### config.mk
export PLATFORM = sky130hd
export DESIGN_NAME = match_ctrl
export DESIGN_NICKNAME = d
export VERILOG_FILES = /design/src/rtl/match_ctrl.sv
export SDC_FILE = /design/constraint.sdc
export NUM_CORES = 1
export LEC_CHECK = 0
export ABC_AREA = 1
export CAP_MARGIN = 20
export CORE_MARGIN = 4
export CORE_UTILIZATION = 53
export DETAILED_ROUTE_END_ITERATION = 6
export PLACE_DENSITY = 0.88
export SYNTH_ARGS = -nofsm -noshare
export SYNTH_HDL_FRONTEND = slang
export SYNTH_SLANG_ARGS = --single-unit
### constraint.sdc
create_clock -name clk -period 1.85 [get_ports clk]
set_input_delay 0.185 -clock clk [delete_from_list [all_inputs] [get_ports clk]]
set_output_delay 0.185 -clock clk [all_outputs]
set_load 0.05 [all_outputs]
### src/rtl/match_ctrl.sv
`default_nettype none
// ============================================================================
//  Module   : match_ctrl
//  Purpose  : Round and match controller placed after the collision stage.
//             Counts per-round points on eaten rising edges, latches the
//             round outcome, holds it for HOLD_TICKS game ticks and
//             accumulates round wins until one player takes the match.
//  Ports    : clk, rst (async, active-low)
//             start        - start round / new match (pulse)
//             tick         - game step pulse
//             eaten1/2     - snake head on POINT (level)
//             won/lost/draw- round outcome flags (level)
//             in_game      - high while playing
//             spawn_req    - one-cycle request for a new POINT
//             score1/2     - per-round points (saturating)
//             wins1/2      - round wins this match (saturating)
//             result       - 00 none, 01 P1 won, 10 P1 lost, 11 draw
//             match_over   - high once a player has won the match
//  Revision : 1.0 - initial release
// ============================================================================
module match_ctrl #(
  parameter int SCORE_W       = 8,
  parameter int WINS_W        = 3,
  parameter int WINS_TO_MATCH = 3,
  parameter int HOLD_TICKS    = 16
) (
  input  logic               clk,
  input  logic               rst,
  input  logic               start,
  input  logic               tick,
  input  logic               eaten1,
  input  logic               eaten2,
  input  logic               won,
  input  logic               lost,
  input  logic               draw,
  output logic               in_game,
  output logic               spawn_req,
  output logic [SCORE_W-1:0] score1,
  output logic [SCORE_W-1:0] score2,
  output logic [WINS_W-1:0]  wins1,
  output logic [WINS_W-1:0]  wins2,
  output logic [1:0]         result,
  output logic               match_over
);

  localparam int                 HOLD_W      = $clog2(HOLD_TICKS + 1);
  localparam logic [HOLD_W-1:0]  HOLD_LAST   = HOLD_W'(HOLD_TICKS - 1);
  localparam logic [WINS_W-1:0]  WINS_TARGET = WINS_W'(WINS_TO_MATCH);

  typedef enum logic [1:0] {
    ST_IDLE      = 2'd0,
    ST_PLAY      = 2'd1,
    ST_RESULT    = 2'd2,
    ST_MATCH_END = 2'd3
  } state_t;

  state_t              r_state, w_state_nxt;
  logic                r_prev1, r_prev2;
  logic [HOLD_W-1:0]   r_hold, w_hold_nxt;
  logic [SCORE_W-1:0]  r_score1, r_score2, w_score1_nxt, w_score2_nxt;
  logic [WINS_W-1:0]   r_wins1, r_wins2, w_wins1_nxt, w_wins2_nxt;
  logic [1:0]          r_result, w_result_nxt;
  logic                r_spawn, w_spawn_nxt;
  logic                r_in_game, r_match_over;
  logic                w_edge1, w_edge2;

  assign w_edge1 = eaten1 & ~r_prev1;
  assign w_edge2 = eaten2 & ~r_prev2;

  always_ff @(posedge clk or negedge rst) begin
    if (!rst) begin
      r_state      <= ST_IDLE;
      r_prev1      <= 1'b0;
      r_prev2      <= 1'b0;
      r_hold       <= '0;
      r_score1     <= '0;
      r_score2     <= '0;
      r_wins1      <= '0;
      r_wins2      <= '0;
      r_result     <= 2'b00;
      r_spawn      <= 1'b0;
      r_in_game    <= 1'b0;
      r_match_over <= 1'b0;
    end else begin
      r_state      <= w_state_nxt;
      // History samples every cycle so a level already high on PLAY entry
      // is not mistaken for a fresh edge.
      r_prev1      <= eaten1;
      r_prev2      <= eaten2;
      r_hold       <= w_hold_nxt;
      r_score1     <= w_score1_nxt;
      r_score2     <= w_score2_nxt;
      r_wins1      <= w_wins1_nxt;
      r_wins2      <= w_wins2_nxt;
      r_result     <= w_result_nxt;
      r_spawn      <= w_spawn_nxt;
      r_in_game    <= (w_state_nxt == ST_PLAY);
      r_match_over <= (w_state_nxt == ST_MATCH_END);
    end
  end

  always_comb begin
    w_state_nxt  = r_state;
    w_hold_nxt   = r_hold;
    w_score1_nxt = r_score1;
    w_score2_nxt = r_score2;
    w_wins1_nxt  = r_wins1;
    w_wins2_nxt  = r_wins2;
    w_result_nxt = r_result;
    w_spawn_nxt  = 1'b0;
    case (r_state)
      ST_IDLE: begin
        if (start) begin
          w_state_nxt  = ST_PLAY;
          w_score1_nxt = '0;
          w_score2_nxt = '0;
          w_result_nxt = 2'b00;
          w_spawn_nxt  = 1'b1;
        end
      end
      ST_PLAY: begin
        if (w_edge1 && (r_score1 != '1)) w_score1_nxt = r_score1 + SCORE_W'(1);
        if (w_edge2 && (r_score2 != '1)) w_score2_nxt = r_score2 + SCORE_W'(1);
        w_spawn_nxt = w_edge1 | w_edge2;
        if (draw || won || lost) begin
          w_state_nxt = ST_RESULT;
          w_hold_nxt  = '0;
          if (draw) begin
            w_result_nxt = 2'b11;
          end else if (won) begin
            w_result_nxt = 2'b01;
            if (r_wins1 != '1) w_wins1_nxt = r_wins1 + WINS_W'(1);
          end else begin
            w_result_nxt = 2'b10;
            if (r_wins2 != '1) w_wins2_nxt = r_wins2 + WINS_W'(1);
          end
        end
      end
      ST_RESULT: begin
        if (tick) begin
          if (r_hold == HOLD_LAST) begin
            if ((r_wins1 >= WINS_TARGET) || (r_wins2 >= WINS_TARGET))
              w_state_nxt = ST_MATCH_END;
            else
              w_state_nxt = ST_IDLE;
          end else begin
            w_hold_nxt = r_hold + HOLD_W'(1);
          end
        end
      end
      ST_MATCH_END: begin
        if (start) begin
          w_state_nxt  = ST_PLAY;
          w_wins1_nxt  = '0;
          w_wins2_nxt  = '0;
          w_score1_nxt = '0;
          w_score2_nxt = '0;
          w_result_nxt = 2'b00;
          w_spawn_nxt  = 1'b1;
        end
      end
      default: w_state_nxt = ST_IDLE;
    endcase
  end

  assign in_game    = r_in_game;
  assign spawn_req  = r_spawn;
  assign score1     = r_score1;
  assign score2     = r_score2;
  assign wins1      = r_wins1;
  assign wins2      = r_wins2;
  assign result     = r_result;
  assign match_over = r_match_over;

endmodule
`default_nettype wire

**Yosys cells after proc, flatten, opt, wreduce, memory -nomap -nowiden**

Index checks and enable logic that the tools add are counted.

- Word-level logic and storage cells: 95
- Register bits after elaboration: 36
- Input bits: 9
- Output and inout port bits: 27

- Reduce and logical (&&, ||, !) cells: 16
- Order comparisons: 2
- Muxes and demuxes: 33
- Bitwise gates (word level): 5
- Equal/unequal tests: 22
- Add/sub/neg operators: 5

Operators by type and width:

| cell | count |
|---|---|
| 8-bit case mux with 2 select lines | 2 |
| 3-bit two-way mux | 9 |
| 8-bit two-way mux | 3 |
| 2-bit != test, second input constant | 11 |
| 2-bit two-way mux | 9 |
| 8-bit by 1-bit adder with 8-bit output, second input constant | 2 |
| 8-bit != test, second input constant | 2 |
| 5-bit two-way mux | 3 |
| 3-bit case mux with 2 select lines | 2 |
| 6-bit AND reduction | 2 |
| 5-bit case mux with 2 select lines | 1 |
| 3-bit AND reduction | 3 |
| 3-bit by 1-bit adder with 3-bit output, second input constant | 2 |
| 2-bit equality test, second input constant | 3 |
| 3-bit by 2-bit >= comparator with 1-bit output, second input constant | 2 |
| 3-bit != test, second input constant | 2 |
| 2-bit case mux with 3 select lines | 1 |
| 2-bit nonzero test | 3 |
| 5-bit by 1-bit adder with 5-bit output, second input constant | 1 |
| 5-bit by 4-bit equality test with 1-bit output, second input constant | 1 |
| 2-bit by 1-bit equality test with 1-bit output, second input constant | 2 |
| 2-bit case mux with 2 select lines | 1 |
| 4-bit AND reduction | 1 |
| 1-bit logical OR | 3 |
| 9 further kinds | 12 |

**Longest topological paths before layout**

Gate-level depths: netlist (run 1).

- Depth in word-level cells: 7
- Gate-level depth with buffers: 12
- Depth with buffers taken out: 12

**Worst setup path before layout (run 1)**

OpenSTA, ideal clock, no wires.

- Kind: register -> register
- Start: register r_score2[0] (netlist: score2[0])
- End: register r_score2[7] (netlist: score2[7])
- Slack: 167 ps
- Path buffers: 1
- Period minus slack after synthesis: 1,683 ps
- Cell stages (with the launch flop): 11
- Library setup time: 74 ps
- Arrival time: 1,609 ps
- Required time: 1,776 ps
- Path through: dfrtp_1 ha_1 nand2_1 inv_1 nand3_2 nand2_2 nand2_2 nand2_4 buf_12 nand2_1 o21ai_2

- Cells in the longest elaborated chain, start to end: 4
- Elaborated cells between the ends (all ways): 7
- Classes of those cells: add/sub: 1; eq/ne: 2; mux: 2; reduce/logical: 2

RTL lines:

| what | RTL line | source |
|---|---|---|
| start, declared | 60 | `logic [SCORE_W-1:0] r_score1, r_score2, w_score1_nxt, w_score2_nxt;` |
| start signal, assigned | 92 | `r_score2 <= w_score2_nxt;` |
| parallel branches: the longest is 4 deep, another holds 8-bit by 1-bit adder with 8-bit output | -- |  |

Parallel ways; which one is timed is not known. The select of a mux whose other input is x is not followed.
A chain may end at the register's enable or synchronous reset.

**Final worst setup path (run 1)**

- Start: register r_score1[4] (netlist: score1[4])
- End: output port score1[4]

RTL lines:

| what | RTL line | source |
|---|---|---|
| start, declared | 60 |  |
| start signal, assigned | 91 | `r_score1 <= w_score1_nxt;` |
| end, declared | 38 | `output logic [SCORE_W-1:0] score1,` |

No word-level cell between the ends.

==> results of run 1 <==
synthesized netlist by cell type (all sizes together), types with 2 or more instances:
master	n
ha	13
nand4	2
nor3	3
buf	2
o21ai	21
nand3	24
dfrtp	36
nand2	91
nor2	34
inv	34
xor2	4
a21oi	4
or2	2
o31ai	2
state kept, by name, indices dropped and copies added, names as in the netlist:
register    cells
wins1           3
score2          8
wins2           3
score1          8
r_state         2
r_hold          5
spawn_req       1
in_game         1
r_prev1         1
result          2
r_prev2         1
match_over      1
power by group:
| group | total, mW | internal [mW] | switching, mW | leakage [nW] |
|---|---|---|---|---|
| Clock | 0.678 | 0.400 | 0.278 | 0.0552 |
| Combinational | 2.45 | 0.792 | 1.65 | 0.777 |
| Sequential | 1.20 | 1.00 | 0.197 | 0.476 |
metal layers:
layer	vias to the layer above	share of wire, %	GRT usage, %	wire [um]
met4	0	1.4	5.64	64
met2	59	49	34.8	2290
met1	859	44	24.3	2030
met5	-	0	0	0
li1	976	-	-	-
met3	8	5.5	4.77	253
logic make-up (layout without fill, tap and decap cells):
group	after synthesis	count (layout)	synth area share [%]
adder cells (fa/ha/maj)	13	13	7.65
XOR/XNOR	5	5	2.06
flip-flops	36	36	42.4
AND/OR/NAND/NOR	158	158	32.3
AO/OA/AOI/OAI	30	30	7.95
buffers and inverters	37	81	7.65
per-stage QoR:
stage	worst slack, ns	hold WS, ns	utilization, %
after floorplan	0.167	-0.111	-
after detailed placement	0.183	0.489	67.1
final	0.0679	0.311	70.3
after global routing	0.0156	0.362	70.3
after global placement	0.260	0.489	67.1
after CTS	0.0682	0.322	70.0
path summary, 6_finish.rpt:
check	from	endpoint	slack, ns	cells past startpoint
max	score1[4]	score1[4]	0.07	1
min in group clk	eaten1	r_prev1	0.36	1
max reg2reg	r_state[1]	wins1[2]	0.16	7
min	rst	score1[0]	0.31	2
min reg2reg	score1[6]	score1[6]	0.51	2
max in group asynchronous	rst	wins2[2]	1.22	2
cells in the final DEF (no fill, tap or decap):
| master | synthesis | final |
|---|---|---|
| nor2_2 | 2 | 5 |
| clkbuf_8 | 0 | 5 |
| nor3_1 | 3 | 3 |
| o21bai_1 | 1 | 1 |
| bufinv_16 | 0 | 1 |
| o21ai_1 | 1 | 1 |
| nand2_1 | 85 | 85 |
| clkinv_2 | 0 | 1 |
| nand4_1 | 2 | 2 |
| xnor2_1 | 1 | 1 |
| nor3b_1 | 1 | 1 |
| inv_2 | 1 | 1 |
| or2_2 | 2 | 2 |
| nand2_4 | 2 | 2 |
| o21ai_2 | 2 | 2 |
| nand3_2 | 1 | 2 |
| a21oi_1 | 4 | 4 |
| o21ai_0 | 18 | 18 |
| nor2_4 | 1 | 1 |
| nand3b_1 | 1 | 1 |
| nand3_1 | 23 | 22 |
| o22ai_1 | 1 | 1 |
| ha_1 | 13 | 13 |
| xor2_1 | 4 | 4 |
| nand2_2 | 4 | 4 |
| inv_1 | 33 | 33 |
| clkdlybuf4s50_1 | 0 | 35 |
| clkbuf_1 | 1 | 1 |
| o31ai_1 | 2 | 2 |
| dfrtp_1 | 36 | 36 |
| nor2_1 | 31 | 28 |
| buf_4 | 0 | 4 |
| a21o_1 | 1 | 1 |
worst reg2reg max path: stages (launching register included):
cell and delay (ns):
dfrtp_1 0.42, inv_1 0.08, ha_1 0.25, nand3_1 0.23, nand2_1 0.20, nor2_2 0.23, nand2_1 0.10, o21ai_0 0.10
final cells by class:
class	count	area (um^2)
inverter	34	128
tap	48	60.1
sequential	36	901
timing repair buffer	39	380
fill	293	1120
clock buffer	6	72.6
clock inverter	2	35.0
multi-input combinational	206	1070
==> results.sh, run 1 <==
export IMPL_setup_viol=0
export IMPL_finalCriticalPeriod_ns=1.78
export IMPL_required_ns=1.66
export IMPL_vias_per_cell=5.13
export IMPL_dpl_cell_area_um2=2530
export IMPL_ys_flop_type="dfrtp_1"
export IMPL_cp_max_fo=6
export IMPL_cts_setup_buffers=0
export IMPL_htree_levels=2
export IMPL_area_delta_synth_final_pct=24.7
export IMPL_postRouteAntennaNets=0
export IMPL_ys_types=30
export IMPL_finalPower_mw=4.32
export IMPL_powerDensity_nw_per_um2=1630
export IMPL_first_pass_iters=4
export IMPL_post_layout_nonfiller_instances=371
export IMPL_cts_sinks=36
export IMPL_ctsResizeCount=0
export IMPL_synthesis_area_um2=2130
export IMPL_p_leak_nw=1.31
export IMPL_numCtsBuffers=5
export IMPL_placed_cells=363
export IMPL_num_rows=22
export IMPL_die_w_um=71.3
export IMPL_maxCapViolations=0
export IMPL_layout_drive_gt1_share_pct=9.29
export IMPL_fp_dieArea_um2=5090
export IMPL_fin_crit_sh_pct=96.3
export IMPL_cp_arrival_ns=1.60
export IMPL_worst_pin_slew_ns=0.509
export IMPL_clockBufferDepth=2
export IMPL_synth_top_area_share_pct=42.4
export IMPL_io_pins=36
export IMPL_final_nets=344
export IMPL_drt_total_wl_um=4640
export IMPL_status="completed"
export IMPL_netlist_instances=279
export IMPL_ys_warn_count=0
export IMPL_synth_area_top_cells="dfrtp_1 (42%), nand2_1 (15%), ha_1 (7.7%), inv_1 (5.8%), nor2_1 (5.5%)"
export IMPL_skew_ns=0.00605
export IMPL_min_path_type="primary input to asynchronous set/reset pin"
export IMPL_slowest_delay_ns=0.84
export IMPL_grt_pass1_vias=1954
export IMPL_synth_area_per_cell_um2=7.62
export IMPL_max_slew_margin_rel_pct=66.0
export IMPL_antenna_found_initial=0
export IMPL_core_area_um2=3770
export IMPL_ys_seq_elements=36
export IMPL_yosys_area_top_type="dfrtp_1"
export IMPL_max_freq_mhz=561
export IMPL_io_buffer_count=35
export IMPL_first_iter_violations=98
export IMPL_critical_path_top_delay_family="buffers and inverters"
export IMPL_rsz0062_at_grt="false"
export IMPL_synth_edf_count=0
export IMPL_cts_root_buf="clkbuf_8"
export IMPL_ctsHoldBuffers=0
export IMPL_crit_path_top_delay_cell="clkdlybuf4s50_1"
export IMPL_gr_usage_all_layers_pct=19.9
export IMPL_tns_ns=0
export IMPL_criticalPathCategory="flip-flop to primary output"
export IMPL_end_kind="primary output"
export IMPL_synth_nets=301
export IMPL_synthArstFlopShare_pct=100
export IMPL_start_util_pct=56.4
export IMPL_hold_viol_final=0
export IMPL_clkTransAtPathRegs_ns=0.07
export IMPL_antenna_cells=0
export IMPL_path_cells="clkdlybuf4s50_1"
export IMPL_hpwl_um=3500
export IMPL_grt_pass1_wl_um=8290
export IMPL_maxSlewViolCount=0
export IMPL_fp_dieH_um=71.3
export IMPL_num_vias=1902
export IMPL_path_buf_inv=1
export IMPL_ys_seq_area_share_pct=42.4
export IMPL_startpoint_type="flip-flop"
export IMPL_layout_cell_area_non_filler_um2=2650
export IMPL_clk_latency_ns=0.29
export IMPL_worst_ir_drop_vdd_uv=1060
export IMPL_routabilityCongestion=0.813
export IMPL_wl_per_cell_um=12.5
export IMPL_grt_max_degree=37
export IMPL_cts_tree="done"
export IMPL_grt_overflow=0
export IMPL_drc=0
Power figures use the tool's default switching activity.
==> run 2: changes to the inputs <==
--- a/config.mk
+++ b/config.mk
@@ -11,6 +11,7 @@
 export CORE_UTILIZATION = 53
 export DETAILED_ROUTE_END_ITERATION = 6
 export PLACE_DENSITY = 0.88
+export SLEW_MARGIN = 20
 export SYNTH_ARGS = -nofsm -noshare
 export SYNTH_HDL_FRONTEND = slang
 export SYNTH_SLANG_ARGS = --single-unit
==> results of run 2 <==
The final DEF is identical to that of run 1; final timing and power are the same.
